`src/rtl/fix_float_pkg.sv`:
```
// Shared single-precision field widths, FSM states and class codes for the
// float <-> fixed-point converters.
package fix_float_pkg;
  localparam int unsigned SP_BIAS  = 127;
  localparam int unsigned SP_EXP_W = 8;
  localparam int unsigned SP_MAN_W = 23;
  localparam int unsigned SP_W     = 1 + SP_EXP_W + SP_MAN_W;
  // Unbiased exponent width: covers -127..128 with a sign bit to spare
  localparam int unsigned E_W      = SP_EXP_W + 2;

  typedef enum logic [1:0] {IDLE, DECODE, SHIFT, OUT} state_e;

  typedef enum logic [2:0] {ZERO, NORM, NEG, INF, NAN} sp_class_e;

  typedef struct packed {
    logic                sign;
    logic [SP_EXP_W-1:0] exp;
    logic [SP_MAN_W-1:0] man;
  } sp_word_t;
endpackage

```
`src/rtl/sp_unpack.sv`:
```
// Combinational split of a single-precision word into class code,
// unbiased exponent and significand with the hidden bit restored.
module sp_unpack
  import fix_float_pkg::*;
(
  input  logic [SP_W-1:0]       data_i,
  output sp_class_e             cls_c,
  output logic signed [E_W-1:0] e_c,
  output logic [SP_MAN_W:0]     sig_c
);
  sp_word_t w;
  assign w = sp_word_t'(data_i);

  // First matching rule wins: NaN, then zero/denormal, then sign, then inf
  always_comb begin
    cls_c = NORM;
    if (w.exp == '1 && w.man != '0) cls_c = NAN;
    else if (w.exp == '0)           cls_c = ZERO;
    else if (w.sign)                cls_c = NEG;
    else if (w.exp == '1)           cls_c = INF;
  end

  assign e_c   = $signed({2'b00, w.exp}) - $signed(E_W'(SP_BIAS));
  assign sig_c = {1'b1, w.man};
endmodule

```
`src/rtl/single_to_fix.sv`:
```
// Single-precision float to unsigned fixed-point converter with valid/ready
// handshakes on both sides; saturates and flags overflow, negative and NaN.
module single_to_fix
  import fix_float_pkg::*;
#(
  parameter int unsigned INT_WIDTH   = 8,
  parameter int unsigned FRACT_WIDTH = 8
) (
  input  logic                            clk,
  input  logic                            rst,
  input  logic                            valid_in,
  output logic                            ready_in,
  input  logic [31:0]                     data_in,
  output logic                            valid_out,
  input  logic                            ready_out,
  output logic [INT_WIDTH+FRACT_WIDTH-1:0] fixed_point,
  output logic                            overflow,
  output logic                            negative,
  output logic                            invalid
);
  localparam int unsigned FW    = INT_WIDTH + FRACT_WIDTH;
  localparam int unsigned SW    = SP_MAN_W + 1 + FW;
  localparam int          IW_S  = int'(INT_WIDTH);
  localparam int          FR_S  = int'(FRACT_WIDTH);
  localparam int          MAN_S = int'(SP_MAN_W);

  state_e                state_q, state_d;
  logic [SP_W-1:0]       data_q, data_d;
  sp_class_e             cls_q, cls_d, cls_c;
  logic signed [E_W-1:0] e_q, e_d, e_c;
  logic [SP_MAN_W:0]     sig_q, sig_d, sig_c;
  logic [FW-1:0]         fix_q, fix_d, res_c;
  logic                  ovf_q, ovf_d, ovf_c;
  logic                  neg_q, neg_d, neg_c;
  logic                  inv_q, inv_d, inv_c;
  logic                  ready_q, ready_d;
  logic                  valid_q, valid_d;

  sp_unpack u_unpack (
    .data_i (data_q),
    .cls_c  (cls_c),
    .e_c    (e_c),
    .sig_c  (sig_c)
  );

  // Result and flags from the decoded fields held in DECODE
  int            sh;
  logic [SW-1:0] wide;
  always_comb begin
    sh    = int'(e_q) + FR_S - MAN_S;
    wide  = SW'(sig_q);
    if (sh >= 0) wide = wide << sh;
    else         wide = wide >> (-sh);
    res_c = '0;
    ovf_c = 1'b0;
    neg_c = 1'b0;
    inv_c = 1'b0;
    case (cls_q)
      NAN: begin res_c = '1; inv_c = 1'b1; end
      NEG: neg_c = 1'b1;
      INF: begin res_c = '1; ovf_c = 1'b1; end
      NORM: begin
        // Upper-bit guard is redundant with the exponent test but cheap insurance
        if (int'(e_q) >= IW_S || |wide[SW-1:FW]) begin
          res_c = '1;
          ovf_c = 1'b1;
        end else if (int'(e_q) >= -FR_S) begin
          res_c = wide[FW-1:0];
        end
      end
      default: ;
    endcase
  end

  // Next-state and datapath register updates
  always_comb begin
    state_d = state_q;
    data_d  = data_q;
    cls_d   = cls_q;
    e_d     = e_q;
    sig_d   = sig_q;
    fix_d   = fix_q;
    ovf_d   = ovf_q;
    neg_d   = neg_q;
    inv_d   = inv_q;
    case (state_q)
      IDLE: begin
        if (valid_in && ready_q) begin
          data_d  = data_in;
          state_d = DECODE;
        end
      end
      DECODE: begin
        cls_d   = cls_c;
        e_d     = e_c;
        sig_d   = sig_c;
        state_d = SHIFT;
      end
      SHIFT: begin
        fix_d   = res_c;
        ovf_d   = ovf_c;
        neg_d   = neg_c;
        inv_d   = inv_c;
        state_d = OUT;
      end
      OUT: begin
        if (ready_out) state_d = IDLE;
      end
      default: state_d = IDLE;
    endcase
    ready_d = (state_d == IDLE);
    valid_d = (state_d == OUT);
  end

  always_ff @(posedge clk or negedge rst) begin
    if (!rst) begin
      state_q <= IDLE;
      data_q  <= '0;
      cls_q   <= ZERO;
      e_q     <= '0;
      sig_q   <= '0;
      fix_q   <= '0;
      ovf_q   <= 1'b0;
      neg_q   <= 1'b0;
      inv_q   <= 1'b0;
      ready_q <= 1'b1;
      valid_q <= 1'b0;
    end else begin
      state_q <= state_d;
      data_q  <= data_d;
      cls_q   <= cls_d;
      e_q     <= e_d;
      sig_q   <= sig_d;
      fix_q   <= fix_d;
      ovf_q   <= ovf_d;
      neg_q   <= neg_d;
      inv_q   <= inv_d;
      ready_q <= ready_d;
      valid_q <= valid_d;
    end
  end

  assign ready_in    = ready_q;
  assign valid_out   = valid_q;
  assign fixed_point = fix_q;
  assign overflow    = ovf_q;
  assign negative    = neg_q;
  assign invalid     = inv_q;
endmodule

```
`config.mk`:
```
export PLATFORM = sky130hd
export DESIGN_NAME = single_to_fix
export DESIGN_NICKNAME = d
export VERILOG_FILES = /design/src/rtl/fix_float_pkg.sv /design/src/rtl/sp_unpack.sv /design/src/rtl/single_to_fix.sv
export SDC_FILE = /design/constraint.sdc
export NUM_CORES = 1
export LEC_CHECK = 0
export ABC_AREA = 1
export CAP_MARGIN = 5
export CORE_UTILIZATION = 40
export CTS_CLUSTER_SIZE = 16
export DETAILED_ROUTE_END_ITERATION = 10
export PLACE_DENSITY = 0.65
export SLEW_MARGIN = 10
export SYNTH_ARGS = -nofsm -noshare
export SYNTH_HDL_FRONTEND = slang
export SYNTH_SLANG_ARGS = --single-unit
```
`constraint.sdc`:
```
create_clock -name clk -period 6.8 [get_ports clk]
set_input_delay 1.36 -clock clk [delete_from_list [all_inputs] [get_ports clk]]
set_output_delay 1.36 -clock clk [all_outputs]
set_load 0.01 [all_outputs]
```
==> impl_metrics.csv, run 1 <==
group,metric,value,unit
status,status,"completed",
sta,rsz0062_at_grt,"no",
drt,drcViolationCount,0,
placement,gp_congestion,0.9345,
layout,stdcell_area,0.008461,mm²
pwr,switching_power,2.846,mW
drt,vias,7962,
sta,finalCritPeriodShare,82.01,%
layout,syn2layout_area_growth,12.83,%
pwr,powerDensity,598.6,mW/mm²
clock_network,cts-root-buf,"clkbuf_16",
synthesis,postSynthCellCount,1217,
clock_network,insertion_delay,0.36,ns
placement,place_ws,1.319,ns
critical_path,timing.rr.end,"fixed_point[1]",
synthesis,synth_ff_type,"dfrtp_1",
layout,layout_common_cells,"497 x nand2_1, 177 x nand3_1, 90 x dfrtp_1, 81 x inv_1, 71 x nor2_1",
synthesis,ys_warn_count,0,
sta,finalHoldViolations,0,
global_route,grt_max_degree,57,
drt,routed_wirelength,22.60,mm
critical_path,r2r-start,"e_q[2]",
global_route,grt.overflow.total,0,
layout,postLayoutCoreUtil,46.62,%
layout,fillerInstances,1906,
synthesis,synth_area,0.007498,mm²
critical_path,cp_slowest_stage_delay,1.10,ns
critical_path,rrSetupSlack,1.22,ns
floorplan,die_x,138.9,µm
sta,max_freq,0.1793,GHz
synthesis,synthArstFlopShare,100.0,%
placement,dpl.hpwl,16.97,mm
floorplan,dieArea,0.01930,mm²
pwr,seq_power_share,20.6,%
sta,finalClockSkew,0.009770,ns
critical_path,crit_type,"reg2reg",
synthesis,ys_seq_area_share,30.39,%
critical_path,crit_top_cell,"nand2_1",
floorplan,io_pins,57,
synthesis,syn-num-nets,1263,
synthesis,synth-edff-count,0,
layout,multi_input_area,0.004608,mm²
drt,wl_per_cell,15.43,µm
global_route,grt_pass1_vias,7354,
sta,holdWs,0.4821,ns
pwr,combPwrFrac,68.1,%
global_route,grt_pass1_wl,38.23,mm
placement,postPlaceCellArea,0.008123,mm²
min_path,hp-class,"reg2reg",
layout,fin_nets,1277,
clock_network,numClockSinks,91,
floorplan,num_rows,49,
drt,drtIter0Drc,683,
min_path,min_to,"fixed_point[2]",
sta,fin_ws,1.223,ns
critical_path,cp.arrival,5.87,ns
sta,finalCriticalPeriod,5.577,ns
clock_network,cts_buffers,9,
placement,port_buffers,56,
clock_network,clockBufferDepth,2,
clock_network,h-tree-depth,3,
min_path,hold_depth,2,
critical_path,critical_path_required,7.09,ns
global_route,track_usage,24.70,%
drt,avgViaCountPerCell,5.435,
drt,dr.pass1.iters,7,
clock_network,cts.clk_slew.worst_paths,0.07,ns
clock_network,cts_setup_buffers,0,
critical_path,worst-path-max-fanout,31,
min_path,hp-start,"fixed_point[2]",
floorplan,start_util,41.32,%
layout,antenna_cells,0,
layout,drive_above_1_share,6.230,%
global_route,antenna_found_initial,0,
critical_path,cp-start-kind,"flop",
clock_network,tritoncts,"done",
run,cap_violations,0,
pwr,ir_worst_vdd,0.0002506,V
layout,final_common_cell,"nand2_1",
synthesis,synth-seq-cells,91,
critical_path,worstRegToRegCells,29,
clock_network,ctsResizeCount,0,
layout,regArea,0.002278,mm²
sta,slew_violations,0,
floorplan,coreArea,0.01815,mm²
critical_path,end_kind,"flop",
floorplan,die_y,138.9,µm
synthesis,postSynthAreaPerCell,6.161,µm²
sta,worst_slew_margin_rel,21.08,%
drt,antenna_left,0,
pwr,intPower,2.219,mW
pwr,clock_power_share,11.3,%
sta,worst_slew_pin_slew,1.174,ns
sta,fin_setup_tns,0,ns
sta,setup_viol,0,
pwr,switching_share,56.19,%
synthesis,netlist-cell-type-count,46,
clock_network,holdBufCountCts,0,
pwr,p_leak,4.265,nW
critical_path,cp_slowest_cell,"dfrtp_1",
-- flip-flops by register name, indices dropped and copies added, names as in the netlist --
name         count
cls_q            3
data_q          32
e_q              9
fixed_point     16
invalid          1
negative         1
overflow         1
ready_in         1
sig_q           24
state_q          2
valid_out        1
-- synthesized netlist by cell type, types with 4 or more instances --
| library cell | number | area share (%) |
|---|---|---|
| nor2_1 | 72 | 3.6 |
| mux2_2 | 13 | 2.0 |
| dfrtp_1 | 90 | 30 |
| nand2_4 | 4 | 0.60 |
| buf_2 | 7 | 0.47 |
| clkbuf_1 | 31 | 1.6 |
| nor2_4 | 4 | 0.60 |
| nor2_2 | 6 | 0.50 |
| nand4_2 | 6 | 1.0 |
| nand4_1 | 29 | 2.4 |
| inv_2 | 4 | 0.20 |
| buf_1 | 16 | 0.80 |
| ha_1 | 10 | 1.7 |
| o21ai_1 | 17 | 1.1 |
| a21oi_1 | 43 | 2.9 |
| o21ai_0 | 51 | 3.4 |
| nand3_1 | 177 | 12 |
| nor3_1 | 7 | 0.47 |
| o22ai_1 | 8 | 0.67 |
| nand2_1 | 497 | 25 |
| buf_6 | 5 | 0.75 |
| nor4_1 | 4 | 0.33 |
| inv_1 | 81 | 4.1 |
-- stage by stage --
stage,cells,power (mW)
after detailed placement,1449,4.442
after global placement,1449,4.429
after CTS,1465,5.032
after global routing,1465,5.611
after floorplan,1217,3.577
final,1465,5.065
-- power groups by stage --
stage	clock network, mW	logic, mW	registers (mW)
finish	0.571	3.45	1.05
global route	0.604	3.93	1.08
CTS	0.583	3.41	1.04
detailed placement	0	3.39	1.05
global placement	0	3.38	1.05
floorplan	0	2.60	0.974
-- cells by family (layout without fill, tap and decap cells) --
group	after synthesis	count (layout)	share of synthesized area [%]
simple gates	817	817	47.66
compound gates	134	134	9.695
flops	91	91	30.39
mux	13	13	1.952
xor+xnor	3	3	0.4506
fa+ha+maj	10	10	1.669
buf+inv	149	168	8.193
-- layer usage --
layer,up-vias,part of all wire (%),track usage [%],wire length [µm]
met4,0,2.7,8.187,603
met3,45,6.0,3.798,1347
met5,-,0,0,0
li1,4008,-,-,-
met2,253,44,38.01,9993
met1,3656,47,35.30,10660
-- worst max-delay path, delay by kind of cell, from the launching register on --
| family | cells | cell delay, ns |
|---|---|---|
| simple gates | 24 | 3.70 |
| fa+ha+maj | 1 | 0.17 |
| buf+inv | 3 | 0.41 |
| flops | 1 | 1.10 |
| compound gates | 1 | 0.13 |
-- how the worst max path moves through the flow --
stage                start             end  slack, ns  cells after the start
finish              e_q[2]  fixed_point[1]       1.22                     29
global route        e_q[2]  fixed_point[1]       0.56                     29
CTS                 e_q[2]  fixed_point[1]       1.29                     29
detailed placement  e_q[2]        overflow       1.32                     29
global placement    e_q[2]        overflow       1.40                     29
floorplan           e_q[0]        overflow       1.79                     35
-- area by class of cell --
type,instances,share of cell area (%)
multi-input cells,977,54.47
clock buffers,11,2.987
flip-flops and latches,91,26.93
inverters,88,3.919
clock inverters,5,1.006
repair buffers,64,7.306
well taps,229,3.387
No activity file was read; power rests on OpenSTA's default activity.
==> run 2: changes to the inputs <==
--- a/config.mk
+++ b/config.mk
@@ -10,7 +10,7 @@
 export CORE_UTILIZATION = 40
 export CTS_CLUSTER_SIZE = 16
 export DETAILED_ROUTE_END_ITERATION = 10
-export PLACE_DENSITY = 0.65
+export PLACE_DENSITY = 0.67
 export SLEW_MARGIN = 10
 export SYNTH_ARGS = -nofsm -noshare
 export SYNTH_HDL_FRONTEND = slang
==> constraint.sdc (replaced) <==
create_clock -name clk -period 4.8 [get_ports clk]
set_input_delay 0.96 -clock clk [delete_from_list [all_inputs] [get_ports clk]]
set_output_delay 0.96 -clock clk [all_outputs]
set_load 0.01 [all_outputs]
==> run 2 against run 1 <==
Global-route usage is 1.5 points lower; total power is 41% higher; design area is 1.5% higher; setup slack worse by 0.78 ns.
==> impl_metrics.csv, run 2 (synthesized netlist as in run 1, its figures left out) <==
group,metric,value,unit
global_route,grt_pass1_vias,7240,
drt,antenna_left,0,
critical_path,worstRegToRegCells,30,
sta,worst_slew_margin_rel,23.59,%
clock_network,cts_buffers,9,
min_path,min_to,"fixed_point[6]",
sta,fin_setup_tns,0,ns
clock_network,tritoncts,"done",
global_route,track_usage,23.20,%
layout,antenna_cells,0,
critical_path,cp_slowest_cell,"dfrtp_2",
clock_network,numClockSinks,91,
status,status,"completed",
layout,largest_reg_flops,32,
clock_network,cts.clk_slew.worst_paths,0.07,ns
clock_network,holdBufCountCts,0,
clock_network,insertion_delay,0.36,ns
run,cap_violations,0,
critical_path,timing.rr.end,"overflow",
sta,finalCritPeriodShare,90.79,%
global_route,grt_max_degree,48,
pwr,powerDensity,833.1,mW/mm²
critical_path,cp.arrival,4.65,ns
drt,drtIter0Drc,772,
drt,routed_wirelength,21.44,mm
layout,fin_nets,1295,
drt,dr.pass1.iters,7,
sta,finalCriticalPeriod,4.358,ns
critical_path,worst-path-max-fanout,13,
min_path,hp-start,"fixed_point[6]",
sta,finalClockSkew,0.008074,ns
layout,postLayoutCoreUtil,47.31,%
placement,gp_congestion,0.9549,
critical_path,cp_slowest_stage_delay,0.41,ns
clock_network,clockBufferDepth,2,
clock_network,cts-root-buf,"clkbuf_16",
placement,dpl.hpwl,16.37,mm
drt,wl_per_cell,14.45,µm
floorplan,start_util,41.32,%
layout,syn2layout_area_growth,14.50,%
placement,port_buffers,56,
floorplan,io_pins,57,
layout,fillerInstances,1927,
layout,regMostFlops,"data_q",
critical_path,critical_path_required,5.09,ns
drt,drcViolationCount,0,
clock_network,h-tree-depth,3,
sta,rsz0062_at_grt,"no",
critical_path,end_kind,"flop",
global_route,grt_pass1_wl,35.97,mm
layout,layout_common_cells,"497 x nand2_1, 177 x nand3_1, 89 x dfrtp_1, 81 x inv_1, 70 x nor2_1",
floorplan,die_y,138.9,µm
critical_path,crit_top_cell,"nand2_1",
global_route,grt.overflow.total,0,
floorplan,num_rows,49,
critical_path,cp-start-kind,"flop",
layout,final_common_cell,"nand2_1",
drt,vias,7957,
floorplan,die_x,138.9,µm
sta,setup_viol,0,
sta,max_freq,0.2295,GHz
pwr,p_leak,4.344,nW
sta,slew_violations,0,
floorplan,coreArea,0.01815,mm²
sta,worst_slew_pin_slew,1.136,ns
critical_path,r2r-start,"e_q[0]",
min_path,hold_depth,2,
critical_path,rrSetupSlack,0.44,ns
layout,drive_above_1_share,7.815,%
sta,finalHoldViolations,0,
floorplan,dieArea,0.01930,mm²
pwr,ir_worst_vdd,0.0003512,V
global_route,antenna_found_initial,0,
drt,avgViaCountPerCell,5.365,
critical_path,crit_type,"reg2reg",
min_path,hp-class,"reg2reg",
==> run 2: worst max path at each step <==
stage	startpoint	endpoint	slack, ns	depth (start not counted)
CTS	e_q[0]	overflow	0.19	29
finish	e_q[0]	overflow	0.44	30
global route	e_q[0]	overflow	0.07	33
detailed placement	e_q[0]	overflow	0.19	29
floorplan	e_q[0]	overflow	0.11	35
global placement	e_q[0]	overflow	0.39	29
==> run 2: stage by stage <==
step | instances | hold WS [ns] | instance area (µm²) | setup WS [ns] | total power, mW
detailed placement | 1464 | 0.4642 | 8235 | 0.1926 | 6.342
finish | 1483 | 0.4756 | 8586 | 0.4423 | 7.153
global placement | 1464 | 0.4659 | 8235 | 0.3878 | 6.334
global route | 1483 | 0.4982 | 8586 | 0.07060 | 7.940
floorplan | 1217 | 0.4530 | 7502 | 0.1087 | 5.070
CTS | 1480 | 0.4820 | 8548 | 0.1861 | 7.117
==> run 2: metal layers <==
layer  up-vias  GRT usage, %  share of wire, %
met3        50         3.833               6.3
met1      3605         31.90                47
met2       266         36.26                44
met5         -             0                 0
met4         0         9.415               2.9
li1       4036             -                 -
==> run 2: cell type report <==
class | instances | area [µm²] | share of cell area (%)
Timing Repair Buffer | 82 | 753.2 | 8.773
Tap cell | 229 | 286.5 | 3.337
Sequential cell | 91 | 2280 | 26.55
Inverter | 88 | 331.6 | 3.862
Clock inverter | 6 | 73.82 | 0.8598
Multi-Input combinational cell | 977 | 4622 | 53.83
Clock buffer | 10 | 239.0 | 2.783
==> run 2: critical path, delay by kind of cell, from the launching register on <==
kind            cells  cell delay, ns
compound gates      1            0.13
fa+ha+maj           2            0.50
buf+inv             4            0.37
flops               1            0.41
simple gates       23            2.88
==> run 2: timing repair <==
item | in CTS | in global routing
gates resized for setup | 0 | 4
endpoints found under the setup margin | 0 | 17
buffers inserted | 0 | 3
==> run 2: report_power, final <==
part           switching, mW  internal (mW)
Combinational           3.34           1.61
Clock                  0.326          0.423
Sequential             0.315           1.14
==> run 3: changes to the inputs <==
--- a/config.mk
+++ b/config.mk
@@ -7,6 +7,7 @@
 export LEC_CHECK = 0
 export ABC_AREA = 1
 export CAP_MARGIN = 5
+export CORE_ASPECT_RATIO = 1.25
 export CORE_UTILIZATION = 40
 export CTS_CLUSTER_SIZE = 16
 export DETAILED_ROUTE_END_ITERATION = 10
==> run 3 against run 2 <==
Global-route usage increased by 0.81 points; non-clock buffer count increased by 1; flip-flop and latch count unchanged; critical path depth rose by 1; count of clock-buffer cells in the layout down 1; hold slack better by 0.0065 ns; core utilization down 0.24 points; first-iteration DRC count fell by 3.5%; combinational power up 3%; via count grew 0.40%; total power is 1.2% higher; largest cell class unchanged.
==> impl_metrics.csv, run 3 (synthesized netlist as in run 1, its figures left out) <==
group,metric,value,unit
layout,layout_common_cells,"497 x nand2_1, 177 x nand3_1, 89 x dfrtp_1, 81 x inv_1, 70 x nor2_1",
critical_path,cp.arrival,4.71,ns
global_route,grt_max_degree,60,
clock_network,cts.clk_slew.worst_paths,0.07,ns
clock_network,h-tree-depth,3,
min_path,hold_depth,2,
drt,wl_per_cell,15.27,µm
drt,routed_wirelength,22.64,mm
clock_network,clockBufferDepth,2,
sta,finalHoldViolations,0,
critical_path,worstRegToRegCells,31,
min_path,hp-class,"reg2reg",
drt,dr.pass1.iters,5,
global_route,grt_pass1_wl,37.51,mm
layout,antenna_cells,0,
layout,fin_nets,1296,
drt,antenna_left,0,
layout,syn2layout_area_growth,14.47,%
critical_path,worst-path-max-fanout,7,
clock_network,numClockSinks,91,
sta,fin_setup_tns,0,ns
drt,drtIter0Drc,745,
global_route,track_usage,24.01,%
critical_path,rrSetupSlack,0.39,ns
critical_path,critical_path_required,5.10,ns
layout,drive_above_1_share,7.888,%
floorplan,die_y,155.1,µm
floorplan,start_util,41.12,%
placement,gp_congestion,0.9735,
clock_network,tritoncts,"done",
critical_path,cp-start-kind,"flop",
sta,finalCriticalPeriod,4.413,ns
sta,setup_viol,0,
layout,stdcell_area,0.008583,mm²
placement,dpl.hpwl,17.54,mm
clock_network,insertion_delay,0.36,ns
sta,finalClockSkew,0.01250,ns
critical_path,cp_slowest_stage_delay,0.42,ns
placement,postPlaceCellArea,0.008242,mm²
critical_path,timing.rr.end,"fixed_point[0]",
pwr,p_leak,4.343,nW
floorplan,die_x,124.5,µm
layout,fillerInstances,1893,
sta,worst_slew_pin_slew,1.076,ns
placement,place_ws,0.2315,ns
pwr,ir_worst_vdd,0.0004268,V
critical_path,crit_top_cell,"nand2_1",
critical_path,end_kind,"flop",
drt,vias,7989,
global_route,grt_pass1_vias,7475,
floorplan,num_rows,55,
floorplan,coreArea,0.01824,mm²
global_route,grt.overflow.total,0,
run,cap_violations,0,
sta,worst_slew_margin_rel,27.66,%
critical_path,r2r-start,"e_q[0]",
clock_network,cts-root-buf,"clkbuf_16",
critical_path,crit_type,"reg2reg",
drt,drcViolationCount,0,
floorplan,dieArea,0.01930,mm²
layout,regMostFlops,"data_q",
drt,avgViaCountPerCell,5.387,
clock_network,cts_buffers,9,
floorplan,io_pins,57,
placement,port_buffers,56,
sta,max_freq,0.2266,GHz
layout,largest_reg_flops,32,
min_path,min_to,"fixed_point[11]",
sta,fin_ws,0.3871,ns
global_route,antenna_found_initial,0,
layout,final_common_cell,"nand2_1",
status,status,"completed",
sta,finalCritPeriodShare,91.93,%
sta,slew_violations,0,
critical_path,cp_slowest_cell,"dfrtp_2",
min_path,hp-start,"fixed_point[11]",
clock_network,holdBufCountCts,0,
sta,rsz0062_at_grt,"no",
pwr,powerDensity,843.0,mW/mm²
run 3: cell count changes in the layout (fill, tap and decap cells not counted), sizes merged:
| cell | change |
|---|---|
| bufinv | -1 |
| inv | +3 |
| clkinv | -1 |
run 3: repair_timing:
action / in CTS / in global routing
resized for setup: 0 / 4
buffers inserted: 0 / 3
endpoints found under the setup margin: 0 / 17
run 3: area by class of cell:
| class | instances | area (µm²) | share of cell area (%) |
|---|---|---|---|
| Timing Repair Buffer | 83 | 770.7 | 8.980 |
| Multi-Input combinational cell | 977 | 4622 | 53.85 |
| Inverter | 88 | 331.6 | 3.863 |
| Clock inverter | 7 | 68.82 | 0.8017 |
| Tap cell | 228 | 285.3 | 3.324 |
| Sequential cell | 91 | 2280 | 26.56 |
| Clock buffer | 9 | 225.2 | 2.624 |
run 3: how the worst max path moves through the flow:
| stage | from | to | slack [ns] | depth (start not counted) |
|---|---|---|---|---|
| after floorplan | e_q[0] | overflow | 0.11 | 35 |
| after global routing | e_q[0] | overflow | 0.04 | 32 |
| after global placement | e_q[0] | overflow | 0.37 | 29 |
| final | e_q[0] | fixed_point[0] | 0.39 | 31 |
| after detailed placement | e_q[0] | overflow | 0.23 | 29 |
| after CTS | e_q[0] | overflow | 0.22 | 29 |
run 3: per-layer routing:
layer | vias to the layer above | part of all wire (%) | GRT usage, %
met1 | 3645 | 43 | 29.83
met3 | 50 | 4.5 | 2.613
met4 | 0 | 3.9 | 11.13
li1 | 4043 | - | -
met5 | - | 0 | 0
met2 | 251 | 49 | 41.70
run 3: power breakdown:
group	switching [mW]	internal, mW
registers	0.304	1.14
logic	3.46	1.63
clock network	0.342	0.365
run 3: through the flow:
stage / std cells / utilization (%) / hold slack [ns] / power, mW
global route: 1483 / 47.07 / 0.5035 / 7.979
global placement: 1464 / 45.19 / 0.4669 / 6.425
floorplan: 1217 / - / 0.4530 / 5.070
CTS: 1480 / 46.81 / 0.4853 / 7.184
finish: 1483 / 47.07 / 0.4821 / 7.236
detailed placement: 1464 / 45.19 / 0.4655 / 6.457
run 3: critical path: cells and delay by family, from the launching register on:
family | cells | cell delay [ns]
compound gates | 2 | 0.26
fa+ha+maj | 2 | 0.49
buf+inv | 5 | 0.53
flops | 1 | 0.42
simple gates | 22 | 2.65
